==> src/rtl/mem_read_arbiter.sv <==
// Two-client round-robin read arbiter in front of main memory: one outstanding
// miss, one-cycle line-fill strobe, WAIT timeout abort. State updates on negedge clk.
module mem_read_arbiter #(
  parameter int ADDR_W  = 32,
  parameter int DATA_W  = 64,
  parameter int TIMEOUT = 255
) (
  input  logic              clk,
  input  logic              rst_n,
  input  logic              req0_arvalid,
  input  logic [ADDR_W-1:0] req0_addr,
  output logic              req0_rvalid_mm,
  output logic [DATA_W-1:0] req0_data_mm,
  input  logic              req1_arvalid,
  input  logic [ADDR_W-1:0] req1_addr,
  output logic              req1_rvalid_mm,
  output logic [DATA_W-1:0] req1_data_mm,
  output logic              mem_arvalid,
  output logic [ADDR_W-1:0] mem_addr,
  input  logic              mem_rvalid,
  input  logic [DATA_W-1:0] mem_data,
  output logic [1:0]        grant,
  output logic              err_timeout
);

  typedef enum logic [1:0] {S_IDLE, S_WAIT, S_RESP} state_t;

  localparam logic [7:0] TO_LIMIT = TIMEOUT[7:0];

  state_t              state_q, state_d;
  logic                arv_q, arv_d;
  logic [ADDR_W-1:0]   addr_q, addr_d;
  logic [1:0]          grant_q, grant_d;
  logic                err_q, err_d;
  logic [7:0]          cnt_q, cnt_d;
  logic [1:0]          mask_q, mask_d;
  logic                last_q, last_d;   // 1: requester 1 was served last
  logic [DATA_W-1:0]   data_q, data_d;

  logic elig0, elig1, pick1;

  always_ff @(negedge clk) begin
    if (!rst_n) begin
      state_q <= S_IDLE;
      arv_q   <= 1'b0;
      addr_q  <= '0;
      grant_q <= '0;
      err_q   <= 1'b0;
      cnt_q   <= '0;
      mask_q  <= '0;
      last_q  <= 1'b1;
      data_q  <= '0;
    end else begin
      state_q <= state_d;
      arv_q   <= arv_d;
      addr_q  <= addr_d;
      grant_q <= grant_d;
      err_q   <= err_d;
      cnt_q   <= cnt_d;
      mask_q  <= mask_d;
      last_q  <= last_d;
      data_q  <= data_d;
    end
  end

  always_comb begin
    state_d = state_q;
    arv_d   = arv_q;
    addr_d  = addr_q;
    grant_d = grant_q;
    err_d   = 1'b0;
    cnt_d   = cnt_q;
    last_d  = last_q;
    data_d  = data_q;
    // A dropped arvalid always clears its mask, even on the cycle a fill completes.
    mask_d  = mask_q & {req1_arvalid, req0_arvalid};
    elig0   = req0_arvalid & ~mask_q[0];
    elig1   = req1_arvalid & ~mask_q[1];
    pick1   = elig1 & (~elig0 | ~last_q);
    case (state_q)
      S_IDLE: begin
        if (elig0 | elig1) begin
          grant_d = pick1 ? 2'b10 : 2'b01;
          addr_d  = pick1 ? req1_addr : req0_addr;
          arv_d   = 1'b1;
          cnt_d   = '0;
          state_d = S_WAIT;
        end
      end
      S_WAIT: begin
        if (mem_rvalid) begin
          data_d  = mem_data;
          arv_d   = 1'b0;
          state_d = S_RESP;
        end else if (cnt_q == TO_LIMIT) begin
          arv_d   = 1'b0;
          err_d   = 1'b1;
          grant_d = '0;
          state_d = S_IDLE;
        end else begin
          cnt_d = cnt_q + 8'd1;
        end
      end
      S_RESP: begin
        last_d  = grant_q[1];
        mask_d  = (mask_q | grant_q) & {req1_arvalid, req0_arvalid};
        grant_d = '0;
        state_d = S_IDLE;
      end
      default: state_d = S_IDLE;
    endcase
  end

  assign req0_rvalid_mm = (state_q == S_RESP) & grant_q[0];
  assign req1_rvalid_mm = (state_q == S_RESP) & grant_q[1];
  assign req0_data_mm   = req0_rvalid_mm ? data_q : '0;
  assign req1_data_mm   = req1_rvalid_mm ? data_q : '0;
  assign mem_arvalid    = arv_q;
  assign mem_addr       = addr_q;
  assign grant          = grant_q;
  assign err_timeout    = err_q;

endmodule

==> config.mk <==
export PLATFORM = sky130hd
export DESIGN_NAME = mem_read_arbiter
export DESIGN_NICKNAME = d
export VERILOG_FILES = /design/src/rtl/mem_read_arbiter.sv
export SDC_FILE = /design/constraint.sdc
export NUM_CORES = 1
export LEC_CHECK = 0
export ABC_AREA = 1
export ABC_CLOCK_PERIOD_IN_PS = 2450
export BUFFER_PORTS_ARGS = -buffer_cell sky130_fd_sc_hd__buf_4
export CORE_AREA = 2 2 118 120
export DETAILED_ROUTE_END_ITERATION = 8
export DIE_AREA = 0 0 120 122
export GPL_TIMING_DRIVEN = 0
export PLACE_DENSITY_LB_ADDON = 0.08
export SETUP_SLACK_MARGIN = 0.4
export SYNTH_ARGS = -nofsm -noshare
export SYNTH_HDL_FRONTEND = slang
export SYNTH_SLANG_ARGS = --single-unit
==> constraint.sdc <==
create_clock -name clk -period 2.45 [get_ports clk]
set_input_delay 0.49 -clock clk [delete_from_list [all_inputs] [get_ports clk]]
set_output_delay 0.49 -clock clk [all_outputs]
set_load 0.1 [all_outputs]
==> run metrics, run 1 <==
TritonCTS Sinks ~110; last step reached clock tree synthesis (4_1_cts); Synth async-reset ratio 0%; clock buffer depth 2; H-tree depth 4; #FFs+latches synth 113; EDFF count, synth 0; GP Congestion 0.810; status aborted with a tool error; post-CTS sizing about 600; Placement Rows 43; count leader, synth nor2_1; synth cell count leaders 144 x nor2_1, 113 x dfxtp_1, 112 x inv_1; Syn Inst Count 775; Initial Util 40.9%; Avg Cell Area, Syn 7.13 µm²; postcts setup bufs 45; Die X 120 µm; syn_nets between 900 and 1k; DP HPWL ~15,000 µm; Synth top area share 40.9%; cell area after synthesis 5530 µm²; die span in y 122 µm; num ports 299; Hold Buf Count CTS 0; register area share after synthesis 40.9%; clk root buf clkbuf_16; yosys warns 0; area leader, netlist dfxtp_1; Error [ERROR DPL-0038] Utilization greater than 100%, impossible to legalize; # port buffers 297; most common flop cell mapped by yosys dfxtp_1; ranking of synthesized cells by area dfxtp_1 41%, nor2_1 9.8%, inv_1 7.6%; TritonCTS buffer count 17; Synth cell types 29
kinds of logic after synthesis:
family | Yosys count | share of synthesized area (%)
XOR/XNOR | 2 | 0.317
AND/OR/NAND/NOR | 304 | 23.5
buffers and inverters | 173 | 13.5
flip-flops | 113 | 40.9
adder cells (fa/ha/maj) | 4 | 0.905
AO/OA/AOI/OAI | 179 | 20.8
metrics by stage:
step	area, µm²	setup slack (ns)	utilization, %	instances
after floorplan	6980	-0.716	-	775
after global placement	9440	-0.653	69.9	1252
after detailed placement	9440	-0.667	69.9	1252
==> inputs of run 2 (changes only) <==
CORE_AREA = unset   (was 2 2 118 120)
CORE_MARGIN = 2   (was unset)
CORE_UTILIZATION = 30   (was unset)
DIE_AREA = unset   (was 0 0 120 122)
PLACE_DENSITY_LB_ADDON = 0.15   (was 0.08)
SETUP_SLACK_MARGIN = unset   (was 0.4)
==> run 2 against run 1 <==
Net effect:
- the flow now finishes, with violations (setup timing)
- area after synthesis stayed put
- synthesized cell count unchanged
==> run metrics, run 2 <==
path depth of the worst reg2reg path 8; clk_lat worst skew around 0.46 ns; Crit-path slowest cell dfxtp_2; R2R Path End data_q[35]; final core utilization 72.1%; register area share after synthesis 40.9%; commonest cells after routing, fill and taps aside 224 x inv_1, 177 x buf_12, 173 x buf_4; clk root buf clkbuf_16; cell mode on critical path buf_12; Placement Rows 49; Worst Setup EP req0_data_mm[33]; crit path DAT 3.01 ns; maxcap violations 0; Avg Cell Area, Syn 7.13 µm²; core area 18,000 µm²; Critical Path Sink Type primary output; Final Skew between 0.02 and 0.025 ns; Hold Buf Count CTS 0; routed len/inst around 16 µm; met2 WL 12,700 µm; vias about 7.1k; worst r2r src state_q[0]; area leader, netlist dfxtp_1; EDFF count, synth 0; uppermost routed layer met4; Setup crit start kind flip-flop; Leak roughly 5.7 nW; Worst Hold Class flip-flop to flip-flop; met3 WL post-DR 1780 µm; max reg flops 64; dpl cells 1,301; ranking of synthesized cells by area dfxtp_1 41%, nor2_1 9.8%, inv_1 7.6%; Setup WS post-layout -1.05 ns; PwrDens approximately 580 nW/µm²; GRT Residual Overflow 0; Synth top area share 40.9%; crit-path max cell delay 0.32 ns; GP Congestion approximately 0.74; TritonCTS buffer count 17; TritonCTS Sinks roughly 110; Layout area overhead 135%; Detailed Route WL ~23,000 µm; count leader, synth nor2_1; failing checks setup timing; Final TNS setup -134.75 ns; #FFs+latches synth 113; die span in y approximately 140 µm; Worst Path Class, Setup flip-flop to primary output; Via-to-Cell Ratio 4.75; yosys warns 0; register bank with the most flops data_q; vias in the first global route between 7k and 8k; slew margin rel. 61.2%; placed cell area 9310 µm²; syn_nets 912; DR iter-0 viols 279; RSZ-0062 raised after global routing yes; crit path cell chain inv_2 > ha_4 > nand2_4 > buf_12 > buf_12 > nor2_4 > buf_12; worst-margin pin slew 0.581 ns; Total Routing Usage GR 23.1%; 1st-pass router iterations 4; Die X 140 µm; NumNets Final 1,390; most common cell after layout, fill and taps aside inv_1; Initial Util 30.7%; Diodes inserted 0; CTS tree done; die area around 20,000 µm²; Final ANT Viol Nets 0; Finished Layout Cells 1,493; pin count of the biggest net entering global routing 17; Syn Inst Count 775; Slew Viols, Final 0; first-pass GRT wire length 36,500 µm; post-route cell area 13,000 µm²; most common flop cell mapped by yosys dfxtp_1; clock buffer depth 2; cell area after synthesis roughly 5500 µm²; layout cells sized above 1 51.8%; CTS clk-pin slew, worst paths 0.04 ns; CP Max Fanout 10; Fin. Hold Viols 0; worst slack, placed -0.712 ns; H-tree depth 4; initial antenna violation count 0; status finished, violations left; Reg2Reg Setup Slack between 0.6 and 0.7 ns; Synth cell types 29; WL met1 approximately 8100 µm; synth cell count leaders 144 x nor2_1, 113 x dfxtp_1, 112 x inv_1; Max VDD drop 0.000503 V; count of final setup violators 166; DRC violations left 0; num ports 299; # port buffers approximately 300; Setup crit start state_q[0]; worst path required time slightly below 2 ns; Synth async-reset ratio 0%; DP HPWL about 15,000 µm
[run 2: logic make-up (layout without fill, tap and decap cells)]
logic type	count (synthesis)	after routing	synth area share, %
DFF	113	113	40.9
AOI/OAI and AO/OA	179	179	20.8
adders and majority gates	4	4	0.905
buffers and inverters	173	662	13.5
and+or+nand+nor	304	304	23.5
xor gates and xnor gates	2	2	0.317
[run 2: cell type report]
| class | count | area (µm²) |
|---|---|---|
| buffer | 54 | 547 |
| clock buffer | 17 | 425 |
| clock inverter | 126 | 588 |
| fill | 1308 | 5030 |
| inverter | 118 | 450 |
| multi-input combinational | 489 | 3560 |
| sequential | 113 | 2340 |
| tap | 229 | 287 |
| timing repair buffer | 347 | 4800 |
[run 2: worst max-delay path, delay by kind of cell (launching register included)]
family | cells | cell delay [ns]
buffers and inverters | 4 | 0.58
DFF | 1 | 0.32
and+or+nand+nor | 2 | 0.24
adders and majority gates | 1 | 0.19
[run 2: where the power goes]
group	leakage (nW)	switching (mW)	internal [mW]
Sequential	0.943	0.121	2.05
Combinational	3.88	1.29	0.790
Clock	0.893	1.37	1.92
Total	5.71	2.78	4.76
[run 2: routing by layer]
layer  vias up  GRT usage [%]
li1       3401              -
met1      3316           21.8
met2       321           42.8
met3        57           8.84
met4         0           12.3
met5         -              0
[run 2: stage by stage]
| stage | hold WS, ns | power, mW |
|---|---|---|
| finish | 0.488 | 7.54 |
| global route | 0.517 | 7.99 |
| CTS | 0.489 | 7.56 |
| detailed placement | 0.464 | 4.17 |
| global placement | 0.460 | 4.15 |
| floorplan | 0.458 | 3.71 |
[run 2: worst min path at each step]
stage | slack [ns] | cells after the start | endpoint | startpoint
after floorplan | 0.46 | 2 | cnt_q[1] | cnt_q[1]
after global routing | 0.52 | 2 | cnt_q[1] | cnt_q[1]
after detailed placement | 0.46 | 2 | mem_arvalid | mem_arvalid
after CTS | 0.49 | 2 | state_q[1] | state_q[1]
final | 0.49 | 2 | cnt_q[1] | cnt_q[1]
after global placement | 0.46 | 2 | mem_addr[5] | mem_addr[5]
[run 2: timing repair]
action | CTS | global route
gates cloned | 1 | 3
pin swaps | 5 | 8
setup endpoints to repair | 166 | 187
buffers inserted | 38 | 8
gates resized for setup | 508 | 27
endpoints found under the hold margin | 0 | 0
No activity file was read; power rests on OpenSTA's default activity.
